### src/rtl/conv_window_addr_gen_if.sv
// Address-tuple bus from the window address generator to the MAC pipeline.
// master = generator side, slave = consumer side (drives addr_ready).
interface conv_window_addr_gen_if #(
    parameter int ADDR_W = 16
);
    logic              addr_valid;
    logic              addr_ready;
    logic [ADDR_W-1:0] im_addr;
    logic [ADDR_W-1:0] k_addr;
    logic [ADDR_W-1:0] filt_addr;
    logic              win_last;

    modport master (
        output addr_valid, im_addr, k_addr, filt_addr, win_last,
        input  addr_ready
    );

    modport slave (
        input  addr_valid, im_addr, k_addr, filt_addr, win_last,
        output addr_ready
    );
endinterface

### src/rtl/conv_window_addr_gen.sv
// Sliding-window address generator: walks every KER_SIZE x KER_SIZE window of an
// IMG_W x IMG_H image at STRIDE, one image/kernel/output address tuple per tap.
module conv_window_addr_gen #(
    parameter int IMG_W    = 256,
    parameter int IMG_H    = 256,
    parameter int KER_SIZE = 3,
    parameter int STRIDE   = 1,
    parameter int ADDR_W   = 16
) (
    input  logic                          clk,
    input  logic                          rst,
    input  logic                          start,
    input  logic                          abort,
    conv_window_addr_gen_if.master        addr_bus,
    output logic                          busy,
    output logic                          done
);
    localparam int OUT_W = (IMG_W - KER_SIZE) / STRIDE + 1;
    localparam int OUT_H = (IMG_H - KER_SIZE) / STRIDE + 1;

    localparam logic [ADDR_W-1:0] K_LAST     = ADDR_W'(KER_SIZE - 1);
    localparam logic [ADDR_W-1:0] OCOL_LAST  = ADDR_W'(OUT_W - 1);
    localparam logic [ADDR_W-1:0] OROW_LAST  = ADDR_W'(OUT_H - 1);
    localparam logic [ADDR_W-1:0] ROW_STEP   = ADDR_W'(IMG_W);
    localparam logic [ADDR_W-1:0] COL_STRIDE = ADDR_W'(STRIDE);
    localparam logic [ADDR_W-1:0] ROW_STRIDE = ADDR_W'(STRIDE * IMG_W);

    typedef enum logic [1:0] {S_IDLE, S_RUN, S_DONE} state_t;

    state_t            state_reg, state_next;
    logic [ADDR_W-1:0] kj_reg, kj_next, ki_reg, ki_next;
    logic [ADDR_W-1:0] ocol_reg, ocol_next, orow_reg, orow_next;
    logic [ADDR_W-1:0] row_org_reg, row_org_next;   // address of window row band origin
    logic [ADDR_W-1:0] win_base_reg, win_base_next; // address of window top-left pixel
    logic [ADDR_W-1:0] tap_base_reg, tap_base_next; // address of current kernel row start
    logic [ADDR_W-1:0] im_reg, im_next, k_reg, k_next, filt_reg, filt_next;
    logic              win_last_reg, win_last_next;
    logic              valid_reg, valid_next, busy_reg, busy_next, done_reg, done_next;
    logic              xfer, final_xfer;

    assign xfer       = valid_reg & addr_bus.addr_ready;
    assign final_xfer = xfer & win_last_reg & (ocol_reg == OCOL_LAST) & (orow_reg == OROW_LAST);

    always_ff @(posedge clk or posedge rst) begin
        if (rst) begin
            state_reg <= S_IDLE;
        end else begin
            state_reg <= state_next;
        end
    end

    always_comb begin
        state_next = state_reg;
        if (abort) begin
            state_next = S_IDLE;
        end else begin
            case (state_reg)
                S_IDLE:  if (start) state_next = S_RUN;
                S_RUN:   if (final_xfer) state_next = S_DONE;
                S_DONE:  state_next = S_IDLE;
                default: state_next = S_IDLE;
            endcase
        end
    end

    // Outputs are computed for the state being entered so they come out registered.
    always_comb begin
        kj_next       = kj_reg;
        ki_next       = ki_reg;
        ocol_next     = ocol_reg;
        orow_next     = orow_reg;
        row_org_next  = row_org_reg;
        win_base_next = win_base_reg;
        tap_base_next = tap_base_reg;
        im_next       = im_reg;
        k_next        = k_reg;
        filt_next     = filt_reg;
        win_last_next = win_last_reg;
        valid_next    = (state_next == S_RUN);
        busy_next     = (state_next == S_RUN);
        done_next     = (state_next == S_DONE);

        if (state_next != S_RUN || state_reg != S_RUN) begin
            kj_next       = '0;
            ki_next       = '0;
            ocol_next     = '0;
            orow_next     = '0;
            row_org_next  = '0;
            win_base_next = '0;
            tap_base_next = '0;
            im_next       = '0;
            k_next        = '0;
            filt_next     = '0;
            win_last_next = (state_next == S_RUN) && (KER_SIZE == 1);
        end else if (xfer) begin
            if (kj_reg != K_LAST) begin
                kj_next = kj_reg + 1'b1;
                im_next = im_reg + 1'b1;
                k_next  = k_reg + 1'b1;
            end else if (ki_reg != K_LAST) begin
                kj_next       = '0;
                ki_next       = ki_reg + 1'b1;
                tap_base_next = tap_base_reg + ROW_STEP;
                im_next       = tap_base_next;
                k_next        = k_reg + 1'b1;
            end else begin
                // Window wrap: output index is row-major, so it simply counts up.
                kj_next   = '0;
                ki_next   = '0;
                k_next    = '0;
                filt_next = filt_reg + 1'b1;
                if (ocol_reg != OCOL_LAST) begin
                    ocol_next     = ocol_reg + 1'b1;
                    win_base_next = win_base_reg + COL_STRIDE;
                end else begin
                    ocol_next     = '0;
                    orow_next     = orow_reg + 1'b1;
                    row_org_next  = row_org_reg + ROW_STRIDE;
                    win_base_next = row_org_next;
                end
                tap_base_next = win_base_next;
                im_next       = win_base_next;
            end
            win_last_next = (kj_next == K_LAST) && (ki_next == K_LAST);
        end
    end

    always_ff @(posedge clk or posedge rst) begin
        if (rst) begin
            kj_reg       <= '0;
            ki_reg       <= '0;
            ocol_reg     <= '0;
            orow_reg     <= '0;
            row_org_reg  <= '0;
            win_base_reg <= '0;
            tap_base_reg <= '0;
            im_reg       <= '0;
            k_reg        <= '0;
            filt_reg     <= '0;
            win_last_reg <= 1'b0;
            valid_reg    <= 1'b0;
            busy_reg     <= 1'b0;
            done_reg     <= 1'b0;
        end else begin
            kj_reg       <= kj_next;
            ki_reg       <= ki_next;
            ocol_reg     <= ocol_next;
            orow_reg     <= orow_next;
            row_org_reg  <= row_org_next;
            win_base_reg <= win_base_next;
            tap_base_reg <= tap_base_next;
            im_reg       <= im_next;
            k_reg        <= k_next;
            filt_reg     <= filt_next;
            win_last_reg <= win_last_next;
            valid_reg    <= valid_next;
            busy_reg     <= busy_next;
            done_reg     <= done_next;
        end
    end

    assign addr_bus.addr_valid = valid_reg;
    assign addr_bus.im_addr    = im_reg;
    assign addr_bus.k_addr     = k_reg;
    assign addr_bus.filt_addr  = filt_reg;
    assign addr_bus.win_last   = win_last_reg;
    assign busy                = busy_reg;
    assign done                = done_reg;
endmodule
### src/flat_wrapper.sv
// flat-port wrapper written by rule: the top's interface ports become plain ports
module conv_window_addr_gen_flat 
#(
    parameter int IMG_W    = 256,
    parameter int IMG_H    = 256,
    parameter int KER_SIZE = 3,
    parameter int STRIDE   = 1,
    parameter int ADDR_W   = 16
)
  (clk, rst, start, abort, busy, done, addr_bus_addr_valid, addr_bus_im_addr, addr_bus_k_addr, addr_bus_filt_addr, addr_bus_win_last, addr_bus_addr_ready);
  conv_window_addr_gen_if #(.ADDR_W(ADDR_W)) addr_bus_i ();
  input  logic clk;
  input  logic rst;
  input  logic start;
  input  logic abort;
  output logic busy;
  output logic done;
  output wire logic [$bits(addr_bus_i.addr_valid)-1:0] addr_bus_addr_valid;
  output wire logic [$bits(addr_bus_i.im_addr)-1:0] addr_bus_im_addr;
  output wire logic [$bits(addr_bus_i.k_addr)-1:0] addr_bus_k_addr;
  output wire logic [$bits(addr_bus_i.filt_addr)-1:0] addr_bus_filt_addr;
  output wire logic [$bits(addr_bus_i.win_last)-1:0] addr_bus_win_last;
  input wire logic [$bits(addr_bus_i.addr_ready)-1:0] addr_bus_addr_ready;
  assign addr_bus_addr_valid = addr_bus_i.addr_valid;
  assign addr_bus_im_addr = addr_bus_i.im_addr;
  assign addr_bus_k_addr = addr_bus_i.k_addr;
  assign addr_bus_filt_addr = addr_bus_i.filt_addr;
  assign addr_bus_win_last = addr_bus_i.win_last;
  assign addr_bus_i.addr_ready = addr_bus_addr_ready;
  conv_window_addr_gen #(.IMG_W(IMG_W), .IMG_H(IMG_H), .KER_SIZE(KER_SIZE), .STRIDE(STRIDE), .ADDR_W(ADDR_W)) u_core (.clk(clk), .rst(rst), .start(start), .abort(abort), .addr_bus(addr_bus_i), .busy(busy), .done(done));
endmodule
### config.mk
export PLATFORM = sky130hd
export DESIGN_NAME = conv_window_addr_gen_flat
export DESIGN_NICKNAME = d
export VERILOG_FILES = /design/src/rtl/conv_window_addr_gen_if.sv /design/src/rtl/conv_window_addr_gen.sv /design/src/flat_wrapper.sv
export SDC_FILE = /design/constraint.sdc
export NUM_CORES = 1
export LEC_CHECK = 0
export CAP_MARGIN = 20
export CORE_MARGIN = 10
export CORE_UTILIZATION = 32
export DETAILED_ROUTE_END_ITERATION = 12
export RECOVER_POWER = 100
export SLEW_MARGIN = 20
export SYNTH_ARGS = -nofsm -noshare
export SYNTH_HDL_FRONTEND = slang
export SYNTH_SLANG_ARGS = --single-unit
### constraint.sdc
create_clock -name clk -period 4.5 [get_ports clk]
set_input_delay 0.675 -clock clk [delete_from_list [all_inputs] [get_ports clk]]
set_output_delay 0.675 -clock clk [all_outputs]
set_load 0.01 [all_outputs]
Word-level counts from Yosys, hierarchy flattened
Index checks and enable logic that the tools add are counted.

word-level totals
  input port bits = 5
  output and inout bits = 52
  register bits after elaboration = 165
  logic and storage cells = 102

operators by class
  add/subtract/negate cells = 10
  mux-type cells = 52
  equal/unequal tests = 15
  reduce and logical (&&, ||, !) cells = 7
  bitwise logic cells = 4

operators by type and width
  kind                     count
  $mux W16                 46
  $add A16 B1 Y16 const B  8
  $add A16 B9 Y16 const B  2
  $eq A16 B2 Y1 const B    2
  $eq A16 B8 Y1 const B    2
  $ne A16 B2 Y1 const B    2
  $ne A16 B8 Y1 const B    1
  $ne A2 B1 Y1 const B     5
  $mux W2                  3
  $and A1 B1 Y1            4
  $eq A2 B1 Y1 const B     2
  $pmux W2 S2              1
  $reduce_and A4 Y1        1
  $reduce_and A3 Y1        1
  $eq A2 B2 Y1 const B     1
  $logic_not A2 Y1         1
  $mux W1                  2
  $reduce_and A2 Y1        1
  $reduce_bool A2 Y1       1
  $logic_and A1 B1 Y1      1
  $logic_or A1 B1 Y1       1

Longest topological paths before layout
Gate-level depths: netlist (run 1).

  word-level depth = 14
  gate-level depth with buffers = 11
  mapped depth without buffers = 8

Least setup slack after synthesis (run 1)
Ideal clock, no wire load.

  path type = flip-flop to flip-flop
  start point = reg u_core.orow_reg[8]
  end point = reg u_core.filt_reg[14], in the netlist u_core.addr_bus.filt_addr[14]
  slack = 1.800 ns
  buffers on the path = 1
  cell stages (with the launch flop) = 8
  arrival time = 2.575 ns
  clock period less this slack = 2.700 ns
  cells stage by stage = dfrtp_1 or4_1 or4_4 nor4_4 nor3_2 buf_2 nor4_2 mux2_2

between the ends
  word-level cells in the longest chain between the ends = 9

ends and longest elaborated chain
  element                                                       line                         source
  start, declared                                               conv_window_addr_gen.sv:32   logic [ADDR_W-1:0] ocol_reg, ocol_next, orow_reg, orow_next;
  start signal, assigned                                        conv_window_addr_gen.sv:148  orow_reg <= orow_next;
  $eq A16 B8 Y1 *                                               conv_window_addr_gen.sv:42   assign final_xfer = xfer & win_last_reg & (ocol_reg == OCOL_LAST) & (orow_reg == OROW_LAST);
  $and A1 B1 Y1 *                                               conv_window_addr_gen.sv:42
  $mux W2 *                                                     conv_window_addr_gen.sv:59   S_RUN: if (final_xfer) state_next = S_DONE;
  $pmux W2 S2 *                                                 conv_window_addr_gen.sv:57   case (state_reg)
  $mux W2 *                                                     conv_window_addr_gen.sv:54   if (abort) begin
  $ne A2 B1 Y1 *                                                conv_window_addr_gen.sv:83   if (state_next != S_RUN || state_reg != S_RUN) begin
  $logic_or A1 B1 Y1 *                                          conv_window_addr_gen.sv:83
  $ne A2 B1 Y1 (no line) or $reduce_bool A2 Y1 (tied branches)  --
  $reduce_and A3 Y1 (no line)                                   --
  end signal, assigned                                          conv_window_addr_gen.sv:154  filt_reg <= filt_next;
  end, declared                                                 conv_window_addr_gen.sv:36   logic [ADDR_W-1:0] im_reg, im_next, k_reg, k_next, filt_reg, filt_next;

Mark *: on every way between the ends. The rest lies on a longest branch, timed or not.
A chain may end at the register's enable or synchronous reset.

Worst setup path after layout (run 1)
  start point = reg u_core.kj_reg[0]
  end point = reg u_core.im_reg[6], in the netlist u_core.addr_bus.im_addr[6]

between the ends
  word-level cells in the longest chain between the ends = 4

ends and longest elaborated chain
  element                 line                         source
  start, declared         conv_window_addr_gen.sv:31   logic [ADDR_W-1:0] kj_reg, kj_next, ki_reg, ki_next;
  start signal, assigned  conv_window_addr_gen.sv:145  kj_reg <= kj_next;
  $ne A16 B2 Y1           conv_window_addr_gen.sv:96   if (kj_reg != K_LAST) begin
  $mux W16                conv_window_addr_gen.sv:96
  $mux W16                conv_window_addr_gen.sv:95   end else if (xfer) begin
  $mux W16                conv_window_addr_gen.sv:83
  end signal, assigned    conv_window_addr_gen.sv:152  im_reg <= im_next;
  end, declared           conv_window_addr_gen.sv:36

No other way between the ends. The select of a mux whose other input is x is not followed.

==> summary.md, run 1 <==
| Metric | Value |
|---|---|
| Synthesis Warnings | `0` |
| Crit-path max cell delay | `~0.69 ns` |
| Mean area per synthesized cell | `8.450 µm²` |
| CTS Sinks | `157` |
| Layout cell share with drive strength beyond 1 | `0.06466` |
| Reg power frac | `0.473` |
| Pre-CTS WS | `just under 0.9 ns` |
| Vias | `8788` |
| Worst Skew | `0.01207 ns` |
| Clk pin slew, worst setup/hold paths | `~0.07 ns` |
| Worst setup SP type | `register` |
| FF-to-FF setup slack | `just over 0.9 ns` |
| Num CTS Buffers | `17` |
| Critical-path top delay cell | `clkbuf_1` |
| Final ANT Viol Nets | `0` |
| Post-synth EDFFs | `0` |
| Power per Cell Area | `274.2 nW/µm²` |
| Residual DRC count | `0` |
| Fin nets | `1166` |
| Max Cap Viol | `0` |
| Overflow after GRT | `0` |
| RSZ-0062 raised after global routing | `false` |
| I/O pin count | `57` |
| Row count | `62` |
| Layout Area Growth over Synthesis | `16.38%` |
| Slew HR | `0.1284` |
| Final Slew Violations | `0` |
| Gates resized, CTS repair | `0` |
| Async SR Flop Fraction | `1.000` |
| Syn nets | `1133` |
| Distinct cells, synth | `slightly below 80` |
| Pin count of the biggest net entering global routing | `85` |
| Critical Path Sink | `u_core.addr_bus.im_addr[6]` |
| CTS tree | `yes` |
| Tmin final | `3.593 ns` |
| #FFs+latches synth | `157` |
| Most frequent CP cell | `clkbuf_1` |
| Total negative slack | `0 ns` |
| Hpwl dp | `19470 µm` |
| Worst slew pin tran | `1.307 ns` |
| Highest Clock Rate | `278.3 MHz` |
| Height of the chip | `between 150 and 200 µm` |
| Final setup viols | `0` |
| Gate power share | `0.044` |
| Run status | `complete, no violations` |
| WP data required | `4.88 ns` |
| TritonRoute pass-1 iters | `6` |
| Hold Crit Class | `reg -> reg` |
| Setup CP Type | `reg -> reg` |
| 1st-iter DRT viols | `645` |
| Primary FF master, synth | `dfrtp_1` |
| PnR worst setup slack | `0.9070 ns` |
| CP Launch Point | `u_core.kj_reg[0]` |
| # hold bufs at CTS | `0` |
| IR drop worst, VDD | `between 0.0002 and 0.0003 V` |
| RD Place Congestion | `0.8967` |
| Final Cycle Share | `0.7984` |
| Sequential area share after synthesis | `0.4174` |
| Worst-path cell chain | `inv_1 -> ha_1 -> nor4b_1 -> nand4_1 -> clkbuf_1 -> nor2_1 -> buf_4 -> nor3_1 -> clkbuf_1 -> o221a_2` |
| RR Endpoint | `u_core.addr_bus.im_addr[6]` |
| Arrival time at the worst endpoint | `3.97 ns` |
| Final hold vios | `0` |
| Fillers | `2943` |
| Drt via density | `around 5.7` |
| R2r worst-path depth | `10` |
| Clk pwr share | `0.484` |
| Switching Share | `0.2589` |
| Root buf cell | `clkbuf_16` |
| Post-CTS Setup Bufs | `0` |
| Routed len/inst | `17.95 µm` |
| Post-Route WL | `27710 µm` |
| Die width | `about 190 µm` |
| Leakage power | `4.186 nW` |
| Sw power | `between 0.7 and 0.8 mW` |
| Mapped Cells | `around 1.1k` |
| Synth Cell Area | `between 9000 and 10000 µm²` |
| Max FO, Critical Path | `17` |
| DIE AREA | `about 37000 µm²` |
| Tot GR Track Use | `0.1534` |
| Reg-to-reg startpoint | `u_core.kj_reg[0]` |
| Initial antenna violation count | `0` |
| H-tree lvl count | `4` |
| PortBufs | `56` |
| First-pass GRT wire length | `45710 µm` |
| Later-pin clock latency in the skew report | `0.44 ns` |
| Starting Density | `0.3262` |
| Maximum buffer depth of the clock tree | `2` |
| Vias in the first global route | `8274` |
| Antenna diodes | `0` |
| Critical Path Sink Type | `register` |
| Total power | `3.003 mW` |
| Core box area | `just under 30000 µm²` |
| Pint | `around 2.2 mW` |
[layout make-up]
cell class                 instances  area [µm²]  share of cell area
inverter                          19       72.57            0.006625
timing repair buffer              83       770.7             0.07036
tap                              384       480.5             0.04386
sequential                       157        3929              0.3587
multi-input combinational        869        5122              0.4676
clock inverter                    15       153.9             0.01405
clock buffer                      17       425.4             0.03883
[cell families after synthesis]
logic type      count (synthesis)  synth area share
fa+ha+maj                      14           0.01861
flops                         157            0.4174
compound gates                284            0.1833
xor+xnor                       55           0.05118
buf+inv                        88           0.03921
simple gates                  508            0.2813
mux                             8          0.009039
[per-stage QoR]
step	hold WS, ns	instance area (µm²)	instances	utilization
after floorplan	0.4413	9417	1114	-
final	0.4862	10950	1544	0.3796
after global routing	0.5292	10950	1544	0.3796
after CTS	0.4912	11000	1544	0.3810
after global placement	0.4561	10420	1512	0.3610
after detailed placement	0.4762	10420	1512	0.3610
[worst min path at each step]
stage | slack (ns) | cells after the start | to | startpoint
finish | 0.49 | 2 | u_core.tap_base_reg[2] | u_core.tap_base_reg[2]
global route | 0.53 | 2 | u_core.tap_base_reg[2] | u_core.tap_base_reg[2]
CTS | 0.49 | 2 | u_core.tap_base_reg[0] | u_core.tap_base_reg[0]
detailed placement | 0.48 | 2 | u_core.tap_base_reg[0] | u_core.tap_base_reg[0]
global placement | 0.46 | 2 | u_core.tap_base_reg[0] | u_core.tap_base_reg[0]
floorplan | 0.44 | 2 | u_core.tap_base_reg[0] | u_core.tap_base_reg[0]
[power groups by stage]
stage / clock network, mW / logic, mW / registers, mW
after floorplan: 0 / 0.0827 / 1.45
after global placement: 0 / 0.137 / 1.45
after detailed placement: 0 / 0.138 / 1.45
after CTS: 1.48 / 0.138 / 1.42
after global routing: 1.55 / 0.147 / 1.42
final: 1.45 / 0.132 / 1.42
[synthesized netlist by cell type, drive strengths merged (17+ instances only)]
master | number | area [µm²]
a21oi | 93 | 469.2
buf | 17 | 102.6
clkbuf | 52 | 195.2
dfrtp | 157 | 3929
inv | 19 | 71.32
nand2 | 120 | 452.9
nand3 | 54 | 275.3
nand4 | 39 | 244.0
nor2 | 111 | 416.7
nor3 | 34 | 175.2
nor4 | 26 | 183.9
o21ai | 86 | 434.2
o31ai | 20 | 155.1
or3 | 29 | 181.4
or4 | 25 | 195.2
xnor2 | 25 | 219.0
xor2 | 30 | 262.8
[routing by layer]
| layer | global-route usage | up-vias | share of wire |
|---|---|---|---|
| li1 | - | 4195 | - |
| met1 | 0.2139 | 4304 | 0.47 |
| met2 | 0.2369 | 259 | 0.46 |
| met3 | 0.02915 | 30 | 0.055 |
| met4 | 0.04237 | 0 | 0.015 |
| met5 | 0 | - | 0 |
[cell usage in the layout, fill, tap and decap left out, types with 4 or more instances in the layout]
master / count
a211o_1: 4
a211oi_1: 6
a21oi_1: 92
a31oi_1: 12
and2_1: 9
and3_1: 12
and4_1: 14
buf_4: 16
clkbuf_1: 8
clkbuf_16: 17
dfrtp_1: 157
dlygate4sd3_1: 53
ha_1: 14
inv_1: 18
inv_6: 6
mux2_2: 4
mux2i_1: 4
nand2_1: 120
nand2b_1: 4
nand3_1: 54
nand3b_1: 5
nand4_1: 39
nand4b_1: 4
nor2_1: 111
nor2b_1: 5
nor3_1: 31
nor4_1: 24
o2111ai_1: 5
o211ai_1: 6
o21ai_0: 84
o22ai_1: 14
o31a_1: 5
o31ai_1: 19
or3_1: 29
or4_1: 23
xnor2_1: 25
xor2_1: 30
[worst max-delay path, delay by kind of cell, from the launching register on]
| kind | cells | cell delay (ns) |
|---|---|---|
| buffers and inverters | 4 | 1.43 |
| AND/OR/NAND/NOR | 4 | 1.11 |
| flip-flops | 1 | 0.50 |
| AO/OA/AOI/OAI | 1 | 0.26 |
| adder cells (fa/ha/maj) | 1 | 0.22 |
(Power assumes the default switching activity.)
==> run 2: changes to the inputs <==
==> constraint.sdc (replaced) <==
create_clock -name clk -period 3.13 [get_ports clk]
set_input_delay 0.4695 -clock clk [delete_from_list [all_inputs] [get_ports clk]]
set_output_delay 0.4695 -clock clk [all_outputs]
set_load 0.01 [all_outputs]
==> summary.md, run 2 (synthesis results as in run 1) <==
| Metric | Value |
|---|---|
| Run status | `complete, no violations` |
| Total negative slack | `0 ns` |
| Row count | `62` |
| Worst slew pin tran | `1.455 ns` |
| Later-pin clock latency in the skew report | `between 0.4 and 0.5 ns` |
| Routed len/inst | `~18 µm` |
| Gates resized, CTS repair | `0` |
| Total power | `4.536 mW` |
| Overflow after GRT | `0` |
| Residual DRC count | `0` |
| IR drop worst, VDD | `0.0003322 V` |
| DIE AREA | `36670 µm²` |
| Worst Skew | `roughly 0.011 ns` |
| Post-CTS Setup Bufs | `0` |
| Final Slew Violations | `0` |
| RSZ-0062 raised after global routing | `false` |
| Max FO, Critical Path | `9` |
| Vias | `8843` |
| WP data required | `approximately 3.5 ns` |
| Maximum buffer depth of the clock tree | `2` |
| Critical Path Sink Type | `register` |
| CTS Sinks | `157` |
| Vias in the first global route | `8258` |
| Clk pin slew, worst setup/hold paths | `0.07 ns` |
| 1st-iter DRT viols | `roughly 640` |
| Starting Density | `0.3262` |
| Layout cell share with drive strength beyond 1 | `0.08809` |
| Num CTS Buffers | `17` |
| Power per Cell Area | `~400 nW/µm²` |
| Arrival time at the worst endpoint | `3.32 ns` |
| Drt via density | `5.611` |
| Hold Crit Class | `reg -> reg` |
| TritonRoute pass-1 iters | `6` |
| Core box area | `28860 µm²` |
| Setup CP Type | `reg -> reg` |
| Antenna diodes | `0` |
| Fin nets | `roughly 1.2k` |
| Post-Route WL | `between 20000 and 30000 µm` |
| Pin count of the biggest net entering global routing | `50` |
| Highest Clock Rate | `334.5 MHz` |
| # hold bufs at CTS | `0` |
| Root buf cell | `clkbuf_16` |
| Layout Area Growth over Synthesis | `19.21%` |
| Hpwl dp | `20260 µm` |
| RD Place Congestion | `between 0.8 and 0.9` |
| Worst-path cell chain | `or4_1 -> or4_1 -> nor4_4 -> clkbuf_1 -> nor3_2 -> o22a_1 -> mux2_2` |
| Slew HR | `0.02974` |
| Placed Cells | `1544` |
| Leakage power | `4.348 nW` |
| Final hold vios | `0` |
| Max Cap Viol | `0` |
| Die width | `191.5 µm` |
| Final setup viols | `0` |
| Commonest non-fill, non-tap cell in the layout | `dfrtp_1` |
| Most frequent cells in the layout | `dfrtp_1, nand2_1, nor2_1` |
| H-tree lvl count | `4` |
| Most frequent CP cell | `or4_1` |
| Tmin final | `between 2 and 3 ns` |
| Worst setup SP type | `register` |
| First-pass GRT wire length | `45620 µm` |
| Crit-path max cell delay | `around 0.53 ns` |
| Tot GR Track Use | `0.1537` |
| CTS tree | `yes` |
| Final Cycle Share | `0.9551` |
| I/O pin count | `57` |
| Final ANT Viol Nets | `0` |
| Critical-path top delay cell | `or4_1` |
| Layout Cells excl Fill | `1576` |
| Fillers | `2949` |
| Height of the chip | `about 190 µm` |
| PortBufs | `56` |
| FF-to-FF setup slack | `~0.14 ns` |
| Initial antenna violation count | `0` |
==> run 2: cell count changes in the layout (fill, tap and decap cells not counted), sizes merged, moves of 2 or more <==
| cell | delta |
|---|---|
| buf | +22 |
| bufinv | +3 |
| clkbuf | +10 |
| clkinv | -2 |
| inv | -3 |
==> run 2: cell type report <==
cell class                      count  area, µm²  share of cell area
Sequential cell                   157       3929              0.3501
Multi-Input combinational cell    869       5127              0.4570
Inverter                           19      72.57            0.006467
Timing Repair Buffer              115      974.7             0.08686
Tap cell                          384      480.5             0.04282
Clock inverter                     14      207.7             0.01851
Clock buffer                       18      429.2             0.03825
==> run 2: stage by stage <==
stage               setup slack (ns)  utilization  area, µm²  hold slack (ns)
floorplan                     0.4304            -       9417           0.4413
global placement            -0.01055       0.3706      10690           0.4585
detailed placement          -0.08785       0.3706      10690           0.4667
CTS                           0.1001       0.3926      11330           0.3855
global route                 0.03356       0.3888      11220           0.5142
finish                        0.1406       0.3888      11220           0.4878
==> run 2: final timing paths <==
path / from / to / cells after the start
max in group asynchronous: rst / u_core.ki_reg[13] / 3
worst min register to register: u_core.tap_base_reg[0] / u_core.tap_base_reg[0] / 2
worst max-delay path: u_core.orow_reg[8] / u_core.tap_base_reg[6] / 7
worst min-delay path: u_core.tap_base_reg[0] / u_core.tap_base_reg[0] / 2
worst max register to register: u_core.orow_reg[8] / u_core.tap_base_reg[6] / 7
min in group asynchronous: rst / u_core.addr_bus.im_addr[4] / 2
==> run 2: where the power goes <==
group	leakage (nW)	internal, mW	switching [mW]
Combinational	1.86	0.0493	0.149
Clock	0.298	1.35	0.942
Sequential	2.19	2.03	0.00811
==> run 2: layer usage <==
layer	global-route usage	wire length (µm)	vias up
met3	0.02934	1597	26
li1	-	-	4249
met1	0.2089	13240	4279
met4	0.03906	325	0
met5	0	0	-
met2	0.2453	12960	289
==> run 2: critical path: cells and delay by family, from the launching register on <==
family | cells | cell delay, ns
AOI/OAI and AO/OA | 1 | 0.28
buffers and inverters | 1 | 0.39
DFF | 1 | 0.43
muxes | 1 | 0.27
and+or+nand+nor | 4 | 1.51
